## src/rtl/stb_channel_switch.sv

```systemverilog
// stb_channel_switch
//   N-channel ready/valid switch between the DTM host side and NUM_CH
//   trace-buffer channels. One downstream stream (host -> channel) and one
//   upstream stream (channel -> host), each through a 2-entry skid buffer
//   whose head register drives the output directly.
//   The host moves the active channel with a select handshake. The switch
//   stops accepting new beats, lets both buffers drain to the old channel,
//   and only then changes the route, so no beat is ever misrouted.
// Ports
//   CLK_I / RST_NI      clock, asynchronous active-low reset
//   SEL_VALID_I/SEL_I   select request and requested channel index
//   SEL_READY_O         1-cycle pulse when a select is applied
//   SEL_ERR_O           1-cycle pulse alongside SEL_READY_O if SEL_I >= NUM_CH
//   ACTIVE_O            currently active channel
//   DOWN_*              host downstream ready/valid/payload
//   CH_DOWN_*           per-channel downstream valid/ready, shared payload
//   UP_*                host upstream ready/valid/payload
//   CH_UP_*             per-channel upstream valid/ready, packed payloads
module stb_channel_switch #(
  parameter  int NUM_CH     = 2,
  parameter  int DOWN_WIDTH = 32,
  parameter  int UP_WIDTH   = 32,
  localparam int SW         = $clog2(NUM_CH)
) (
  input  logic                       CLK_I,
  input  logic                       RST_NI,
  input  logic                       SEL_VALID_I,
  input  logic [SW-1:0]              SEL_I,
  output logic                       SEL_READY_O,
  output logic                       SEL_ERR_O,
  output logic [SW-1:0]              ACTIVE_O,
  input  logic                       DOWN_VALID_I,
  output logic                       DOWN_READY_O,
  input  logic [DOWN_WIDTH-1:0]      DOWN_I,
  output logic [NUM_CH-1:0]          CH_DOWN_VALID_O,
  input  logic [NUM_CH-1:0]          CH_DOWN_READY_I,
  output logic [DOWN_WIDTH-1:0]      CH_DOWN_O,
  output logic                       UP_VALID_O,
  input  logic                       UP_READY_I,
  output logic [UP_WIDTH-1:0]        UP_O,
  input  logic [NUM_CH-1:0]          CH_UP_VALID_I,
  output logic [NUM_CH-1:0]          CH_UP_READY_O,
  input  logic [NUM_CH*UP_WIDTH-1:0] CH_UP_I
);

  localparam logic [SW:0] NUM_CH_W = (SW+1)'(NUM_CH);

  typedef enum logic [1:0] {
    ST_ACTIVE = 2'd0,
    ST_DRAIN  = 2'd1,
    ST_SWITCH = 2'd2
  } state_t;

  state_t                state_q, state_d;
  logic [SW-1:0]         active_q, active_d;
  // Low for the first cycle after reset so every ready output is 0 in reset.
  logic                  run_q;

  logic [1:0]            dn_cnt_q, dn_cnt_d;
  logic [DOWN_WIDTH-1:0] dn_head_q, dn_head_d;
  logic [DOWN_WIDTH-1:0] dn_tail_q, dn_tail_d;
  logic [1:0]            up_cnt_q, up_cnt_d;
  logic [UP_WIDTH-1:0]   up_head_q, up_head_d;
  logic [UP_WIDTH-1:0]   up_tail_q, up_tail_d;

  logic                  accept_en_s;
  logic                  dn_in_rdy_s, dn_push_s, dn_pop_s;
  logic                  up_in_rdy_s, up_push_s, up_pop_s;
  logic                  ch_dn_rdy_s, ch_up_vld_s;
  logic [UP_WIDTH-1:0]   ch_up_data_s;
  logic [NUM_CH-1:0]     ch_dn_vld_s, ch_up_rdy_s;
  logic                  sel_ready_s, sel_err_s;

  // Channel routing: pick the active channel's ready/valid/payload and fan out.
  always_comb begin
    accept_en_s  = run_q && (state_q == ST_ACTIVE);
    dn_in_rdy_s  = (dn_cnt_q != 2'd2) && accept_en_s;
    up_in_rdy_s  = (up_cnt_q != 2'd2) && accept_en_s;
    ch_dn_rdy_s  = 1'b0;
    ch_up_vld_s  = 1'b0;
    ch_up_data_s = {UP_WIDTH{1'b0}};
    ch_dn_vld_s  = {NUM_CH{1'b0}};
    ch_up_rdy_s  = {NUM_CH{1'b0}};
    for (int c = 0; c < NUM_CH; c++) begin
      ch_dn_rdy_s    = ch_dn_rdy_s | (CH_DOWN_READY_I[c] & (active_q == SW'(c)));
      ch_up_vld_s    = ch_up_vld_s | (CH_UP_VALID_I[c] & (active_q == SW'(c)));
      ch_up_data_s   = ch_up_data_s |
                       (CH_UP_I[c*UP_WIDTH +: UP_WIDTH] & {UP_WIDTH{active_q == SW'(c)}});
      ch_dn_vld_s[c] = (dn_cnt_q != 2'd0) && (active_q == SW'(c));
      ch_up_rdy_s[c] = up_in_rdy_s && (active_q == SW'(c));
    end
    dn_push_s = DOWN_VALID_I && dn_in_rdy_s;
    dn_pop_s  = (dn_cnt_q != 2'd0) && ch_dn_rdy_s;
    up_push_s = ch_up_vld_s && up_in_rdy_s;
    up_pop_s  = (up_cnt_q != 2'd0) && UP_READY_I;
  end

  // Downstream skid buffer: head feeds the output, tail catches the overflow.
  always_comb begin
    dn_cnt_d  = dn_cnt_q;
    dn_head_d = dn_head_q;
    dn_tail_d = dn_tail_q;
    case ({dn_push_s, dn_pop_s})
      2'b10: begin
        if (dn_cnt_q == 2'd0) dn_head_d = DOWN_I;
        else                  dn_tail_d = DOWN_I;
        dn_cnt_d = dn_cnt_q + 2'd1;
      end
      2'b01: begin
        dn_head_d = dn_tail_q;
        dn_cnt_d  = dn_cnt_q - 2'd1;
      end
      2'b11: begin
        // Push requires count<2 and pop requires count>0, so count is 1 here.
        if (dn_cnt_q == 2'd1) begin
          dn_head_d = DOWN_I;
        end else begin
          dn_head_d = dn_tail_q;
          dn_tail_d = DOWN_I;
        end
      end
      default: dn_cnt_d = dn_cnt_q;
    endcase
  end

  // Upstream skid buffer, same structure as the downstream one.
  always_comb begin
    up_cnt_d  = up_cnt_q;
    up_head_d = up_head_q;
    up_tail_d = up_tail_q;
    case ({up_push_s, up_pop_s})
      2'b10: begin
        if (up_cnt_q == 2'd0) up_head_d = ch_up_data_s;
        else                  up_tail_d = ch_up_data_s;
        up_cnt_d = up_cnt_q + 2'd1;
      end
      2'b01: begin
        up_head_d = up_tail_q;
        up_cnt_d  = up_cnt_q - 2'd1;
      end
      2'b11: begin
        if (up_cnt_q == 2'd1) begin
          up_head_d = ch_up_data_s;
        end else begin
          up_head_d = up_tail_q;
          up_tail_d = ch_up_data_s;
        end
      end
      default: up_cnt_d = up_cnt_q;
    endcase
  end

  // Select FSM: block intake, wait for both buffers to empty, then retarget.
  always_comb begin
    state_d     = state_q;
    active_d    = active_q;
    sel_ready_s = 1'b0;
    sel_err_s   = 1'b0;
    case (state_q)
      ST_ACTIVE: begin
        if (SEL_VALID_I) state_d = ST_DRAIN;
        else             state_d = ST_ACTIVE;
      end
      ST_DRAIN: begin
        // Abandonment wins over completion so a stalled channel can be escaped.
        if (!SEL_VALID_I)                                  state_d = ST_ACTIVE;
        else if ((dn_cnt_q == 2'd0) && (up_cnt_q == 2'd0)) state_d = ST_SWITCH;
        else                                               state_d = ST_DRAIN;
      end
      ST_SWITCH: begin
        sel_ready_s = 1'b1;
        if ({1'b0, SEL_I} < NUM_CH_W) active_d  = SEL_I;
        else                          sel_err_s = 1'b1;
        state_d = ST_ACTIVE;
      end
      default: state_d = ST_ACTIVE;
    endcase
  end

  // State, route and buffer registers; reset discards any buffered beats.
  always_ff @(posedge CLK_I or negedge RST_NI) begin
    if (!RST_NI) begin
      state_q   <= ST_ACTIVE;
      active_q  <= {SW{1'b0}};
      run_q     <= 1'b0;
      dn_cnt_q  <= 2'd0;
      dn_head_q <= {DOWN_WIDTH{1'b0}};
      dn_tail_q <= {DOWN_WIDTH{1'b0}};
      up_cnt_q  <= 2'd0;
      up_head_q <= {UP_WIDTH{1'b0}};
      up_tail_q <= {UP_WIDTH{1'b0}};
    end else begin
      state_q   <= state_d;
      active_q  <= active_d;
      run_q     <= 1'b1;
      dn_cnt_q  <= dn_cnt_d;
      dn_head_q <= dn_head_d;
      dn_tail_q <= dn_tail_d;
      up_cnt_q  <= up_cnt_d;
      up_head_q <= up_head_d;
      up_tail_q <= up_tail_d;
    end
  end

  assign SEL_READY_O     = sel_ready_s;
  assign SEL_ERR_O       = sel_err_s;
  assign ACTIVE_O        = active_q;
  assign DOWN_READY_O    = dn_in_rdy_s;
  assign CH_DOWN_VALID_O = ch_dn_vld_s;
  assign CH_DOWN_O       = dn_head_q;
  assign UP_VALID_O      = (up_cnt_q != 2'd0);
  assign UP_O            = up_head_q;
  assign CH_UP_READY_O   = ch_up_rdy_s;

endmodule

```

## config.mk

```make
export PLATFORM = sky130hd
export DESIGN_NAME = stb_channel_switch
export DESIGN_NICKNAME = d
export VERILOG_FILES = /design/src/rtl/stb_channel_switch.sv
export SDC_FILE = /design/constraint.sdc
export NUM_CORES = 1
export LEC_CHECK = 0
export ABC_AREA = 1
export CELL_PAD_IN_SITES_DETAIL_PLACEMENT = 1
export CELL_PAD_IN_SITES_GLOBAL_PLACEMENT = 1
export CORE_ASPECT_RATIO = 1.75
export CORE_MARGIN = 1
export CORE_UTILIZATION = 32
export DETAILED_ROUTE_END_ITERATION = 8
export PLACE_DENSITY = 0.76
export SLEW_MARGIN = 20
export SYNTH_ARGS = -nofsm -noshare
export SYNTH_HDL_FRONTEND = slang
export SYNTH_SLANG_ARGS = --single-unit
```

## constraint.sdc

```tcl
create_clock -name CLK_I -period 2.57 [get_ports CLK_I]
set_clock_uncertainty 0.15 [all_clocks]
set_input_delay 0.514 -clock CLK_I [delete_from_list [all_inputs] [get_ports CLK_I]]
set_output_delay 0.514 -clock CLK_I [all_outputs]
set_load 0.02 [all_outputs]
```

Word level (Yosys, flattened, before mapping)

Index checks and enable logic that the tools add are counted.

Bits in registers: 136
Latch bits: 0
Bits in writable memories: 0
ROM bits: 0
Input bits: 106
Output and inout bits: 73
Logic and storage cells: 87
Memories kept: 0

Add/sub/neg operators: 4
$mul: 0
Divide/modulo/power cells: 0
Order comparisons: 0
Equal/unequal tests: 18
Shifts and indexed selects: 0
Mux-type cells: 19
Bitwise operators: 10
Reduce and logical (&&, ||, !) cells: 27

Operator list:

| cell                  | number |
|---|---|
| $mux W32              | 8 |
| $pmux W32 S3          | 2 |
| $pmux W32 S2          | 2 |
| $and A32 B32 Y32      | 2 |
| $or A32 B32 Y32       | 1 |
| $ne A2 B2 Y1 const B  | 8 |
| $logic_and A1 B1 Y1   | 12 |
| $pmux W2 S2           | 3 |
| $reduce_bool A2 Y1    | 6 |
| $eq A2 B1 Y1 const B  | 5 |
| $eq A2 B2 Y1 const B  | 5 |
| $logic_not A2 Y1      | 3 |
| $reduce_and A3 Y1     | 2 |
| $reduce_bool A3 Y1    | 2 |
| $add A2 B1 Y2 const B | 2 |
| $and A1 B1 Y1         | 4 |
| $mux W2               | 2 |
| $reduce_and A2 Y1     | 2 |
| $sub A2 B1 Y2 const B | 2 |
| $mux W1               | 2 |
| $or A1 B1 Y1          | 2 |
| $not A1 Y1            | 1 |

Depth between registers and ports, before layout

Word-level depth: 7
Mapped depth: 15
Depth with buffers taken out: 12

Least setup slack after synthesis

OpenSTA, ideal clock, no wires.

Path type: register -> register
Start: reg up_cnt_q[0]
End: reg up_tail_q[10]
Library setup time: 0.130 ns
Arrival time: 2.257 ns
Data required time: 2.290 ns
Slack: 0.033 ns
Cell stages (with the launch flop): 12
Path buffers: 3
Period minus slack after synthesis: 2.537 ns
Cell sequence: dfrtp_1 > inv_1 > ha_1 > inv_2 > nand2_1 > buf_4 > buf_2 > ha_1 > nor2_1 > a211oi_4 > clkbuf_1 > o21ai_0

Elaborated cells on any way between the ends: 14
Classes of those cells: 6 x eq/ne; 1 x mux; 7 x reduce/logical

RTL lines:

| item                                                                | RTL line | text |
|---|---|---|
| start, declared                                                     | 62       | `logic [1:0] up_cnt_q, up_cnt_d;` |
| start signal, assigned                                              | 199      | `up_cnt_q <= up_cnt_d;` |
| $reduce_bool A2 Y1 *                                                | n/a      |  |
| named net UP_VALID_O                                                | 38       | `output logic UP_VALID_O,` |
| $logic_and A1 B1 Y1 *                                               | 95       | `up_pop_s = (up_cnt_q != 2'd0) && UP_READY_I;` |
| $eq A2 B2 Y1                                                        | 131      | `case ({up_push_s, up_pop_s})` |
| $ne A2 B2 Y1 (no line) / $reduce_bool A2 Y1 (equally long branches) | n/a      |  |
| $reduce_and A3 Y1 (no line)                                         | n/a      |  |
| end signal, assigned                                                | 191      | `up_tail_q <= {UP_WIDTH{1'b0}};` |
| end signal, assigned                                                | 201      | `up_tail_q <= up_tail_d;` |
| end, declared                                                       | 64       | `logic [UP_WIDTH-1:0] up_tail_q, up_tail_d;` |

The timed path passes the listed nets; every way through them passes the cells marked *.
A chain may end at the register's enable or synchronous reset.

Final worst setup path

Start: reg up_cnt_q[0]
End: out CH_UP_READY_O[1]

Cells in the longest elaborated chain, start to end: 3

RTL lines:

| item                | RTL line | text |
|---|---|---|
| $ne A2 B2 Y1        | 78       | `up_in_rdy_s = (up_cnt_q != 2'd2) && accept_en_s;` |
| $logic_and A1 B1 Y1 | 78       |  |
| $logic_and A1 B1 Y1 | 90       | `ch_up_rdy_s[c] = up_in_rdy_s && (active_q == SW'(c));` |
| end, declared       | 42       | `output logic [NUM_CH-1:0] CH_UP_READY_O,` |

No other way between the ends.

==> results.sh <==
export IMPL_finalHoldViolations=0
export IMPL_required_ns=1.91
export IMPL_synth_xor_area_share_pct=0.4519
export IMPL_grt_pass1_wl_um=41930
export IMPL_area_delta_synth_final_pct=35.60
export IMPL_peakVddDrop_mv=0.5175
export IMPL_slowest_delay_ns=0.39
export IMPL_power_density_nw_per_um2=1173
export IMPL_antenna_found_initial=1
export IMPL_finalCritPeriodShare_pct=95.13
export IMPL_synthDistinctLibCells=26
export IMPL_worst_slack_ns=0.1251
export IMPL_path_class="register to output port"
export IMPL_n_antenna_cell=0
export IMPL_detail_route_antenna_nets=0
export IMPL_cts_root_buffer="clkbuf_16"
export IMPL_wl_met1_um=10170
export IMPL_grt_max_degree=66
export IMPL_drc=0
export IMPL_synthMuxAreaShare_pct=0
export IMPL_dp_slack_ns=-0.06475
export IMPL_die_w_um=119.7
export IMPL_wl_met2_um=13680
export IMPL_worst_slew_pin_slew_ns=0.6002
export IMPL_die_height_um=207.9
export IMPL_crit_path_frequent_cell="inv_1"
export IMPL_slew_headroom_pct=59.99
export IMPL_finalSetupViolations=0
export IMPL_totalWireLength_um=25170
export IMPL_setup_tns_ns=0
export IMPL_place_port_buffers=177
export IMPL_drtIter0Drc=288
export IMPL_async_reset_ff_share_pct=100.0
export IMPL_synth_compound_area_share_pct=7.021
export IMPL_critPathLaunchType="register"
export IMPL_status="finished, final reports clean"
export IMPL_holdWs_ns=0.3544
export IMPL_cts_clk_slew_worst_paths_ns=0.06
export IMPL_synthCells=1148
export IMPL_netlist_area_um2=7752
export IMPL_crit_arrival_ns=1.78
export IMPL_synth_edf_count=0
export IMPL_final_nets=1429
export IMPL_numCtsBuffers=17
export IMPL_hpwl_um=17360
export IMPL_syn_area_per_cell_um2=6.753
export IMPL_cp_slowest_cell="dfrtp_1"
export IMPL_overflow=0
export IMPL_cts_tree="done"
export IMPL_topRoutingLayerUsed="met5"
export IMPL_core_area_um2=23840
export IMPL_clk_latency_ns=0.44
export IMPL_crit_fanout=3
export IMPL_cp_cell_sequence="inv_1, ha_1, nor2_4, inv_1, nor2_1, clkdlybuf4s15_1"
export IMPL_rsz0062_at_grt="false"
export IMPL_place_congestion=0.7601
export IMPL_min_period_ns=2.445
export IMPL_route_met3_wl_um=822
export IMPL_synth_seq_cells=136
export IMPL_seq_area_frac_synth_pct=43.90
export IMPL_dr_total_vias=7837
export IMPL_grt_util_all_layers_pct=21.50
export IMPL_synthSimpleGateAreaFrac_pct=37.67
export IMPL_io_pins=179
export IMPL_clock_sinks=136
export IMPL_drive_above_1_share_pct=6.283
export IMPL_drv_cap=0
export IMPL_grt_pass1_vias=8349
export IMPL_n_fill_cell=3052
export IMPL_core_rowCount=75
export IMPL_wire_per_inst_um=15.45
export IMPL_synthFlopType="dfrtp_1"
export IMPL_start_util_pct=32.52
export IMPL_power_mw=12.33
export IMPL_hp_class="register to register"
export IMPL_ctsHtreeMaxLevel=4
export IMPL_cp_end_kind="output port"
export IMPL_synth_nets=1266
export IMPL_leakage_nw=5.517
export IMPL_die_area_um2=24880
export IMPL_drt_pass1_iterations=4
export IMPL_synthAdderAreaFrac_pct=1.937
export IMPL_fmax_ghz=0.4090
export IMPL_yosys_warnings=0
export IMPL_via_per_inst=4.811
export IMPL_clockBufferDepth=2
export IMPL_synth_top_family_by_area="simple AND/OR/NAND/NOR gates"
export IMPL_slew_violations=0
export IMPL_utilization_pct=44.11
## final timing paths
kind                       cells past startpoint  slack, ns          endpoint          start
hold / removal                                 2       0.35     CH_DOWN_O[22]  CH_DOWN_O[22]
hold reg to reg                                2       0.35     CH_DOWN_O[22]  CH_DOWN_O[22]
setup reg to reg                              11       0.25     up_tail_q[18]    up_cnt_q[0]
min in group asynchronous                      2       0.51           UP_O[9]         RST_NI
setup / recovery                               6       0.13  CH_UP_READY_O[1]    up_cnt_q[0]
max in group asynchronous                      3       1.17     dn_tail_q[31]         RST_NI
## power by group
part,internal (mW),switching (mW)
clock,1.31,0.938
combinational,2.50,3.84
sequential,3.11,0.631
total,6.92,5.41
## cell usage after synthesis, types with 9 or more instances
library cell,number,area share [%]
nand2_1,622,30
dfrtp_1,136,44
nand3_1,98,6.3
o21ai_0,87,5.6
inv_1,78,3.8
buf_2,36,2.3
clkbuf_1,22,1.1
ha_1,12,1.9
o21ai_1,12,0.77
buf_4,9,0.87
nor2_1,9,0.44
## cells in the final DEF (no fill, tap or decap), types with 3 or more instances in the layout
master           synthesis  routed
clkbuf_8                 0       4
o21ai_1                 12      12
nand2_2                  2       3
nor2_1                   9       8
clkbuf_1                22       4
clkdlybuf4s50_1          0     170
clkinv_2                 0       4
nand3_1                 98      98
dlygate4sd2_1            0       3
inv_1                   78      78
dfrtp_1                136     135
clkbuf_16                0      17
ha_1                    12      12
o21ai_0                 87      87
buf_12                   0      12
buf_4                    9      27
xnor2_1                  4       4
nand2_1                622     621
inv_2                    4       4
## layer usage
metal | global-route usage, % | vias to the layer above
met2 | 40.60 | 145
met4 | 8.405 | 2
met5 | 0 | -
li1 | - | 3849
met1 | 23.32 | 3813
met3 | 3.618 | 28
## worst max-delay path: cells and delay by family (launching register included)
family	cells	cell delay (ns)
buffers and inverters	3	0.46
adder cells (fa/ha/maj)	1	0.23
AND/OR/NAND/NOR	2	0.26
flip-flops	1	0.39
## per-stage QoR
step,area (um2),cells
6_report,10510,1629
5_1_grt,10510,1629
4_1_cts,10510,1629
3_5_place_dp,9985,1599
3_3_place_gp,9985,1599
2_1_floorplan,7752,1148
## cells by family after synthesis
kind of cell             count (synthesis)
XOR/XNOR                                 4
adder cells (fa/ha/maj)                 12
buffers and inverters                  155
AO/OA/AOI/OAI                          103
other                                    2
AND/OR/NAND/NOR                        736
flip-flops                             136
## flip-flops by register name, indices dropped and copies added, names as in the netlist
register   cells
up_cnt_q       2
dn_cnt_q       2
ACTIVE_O       1
up_tail_q     32
UP_O          32
state_q        2
run_q          1
dn_tail_q     32
CH_DOWN_O     32
## final cells by class
cell class	count	area, um2	share of cell area (%)
well taps	308	385.4	3.666
repair buffers	217	2220	21.11
clock buffers	25	495.5	4.713
multi-input cells	857	3680	35.00
clock inverters	4	20.02	0.1904
inverters	82	307.8	2.928
flip-flops and latches	136	3405	32.39
## what timing repair did
item,4_1_cts,5_1_grt
gates resized for setup,8,4
setup endpoints to repair,6,3
hold buffers,1,0
buffers inserted,0,0
gates cloned,0,0
endpoints found under the hold margin,48,0
Power figures use the tool's default switching activity.
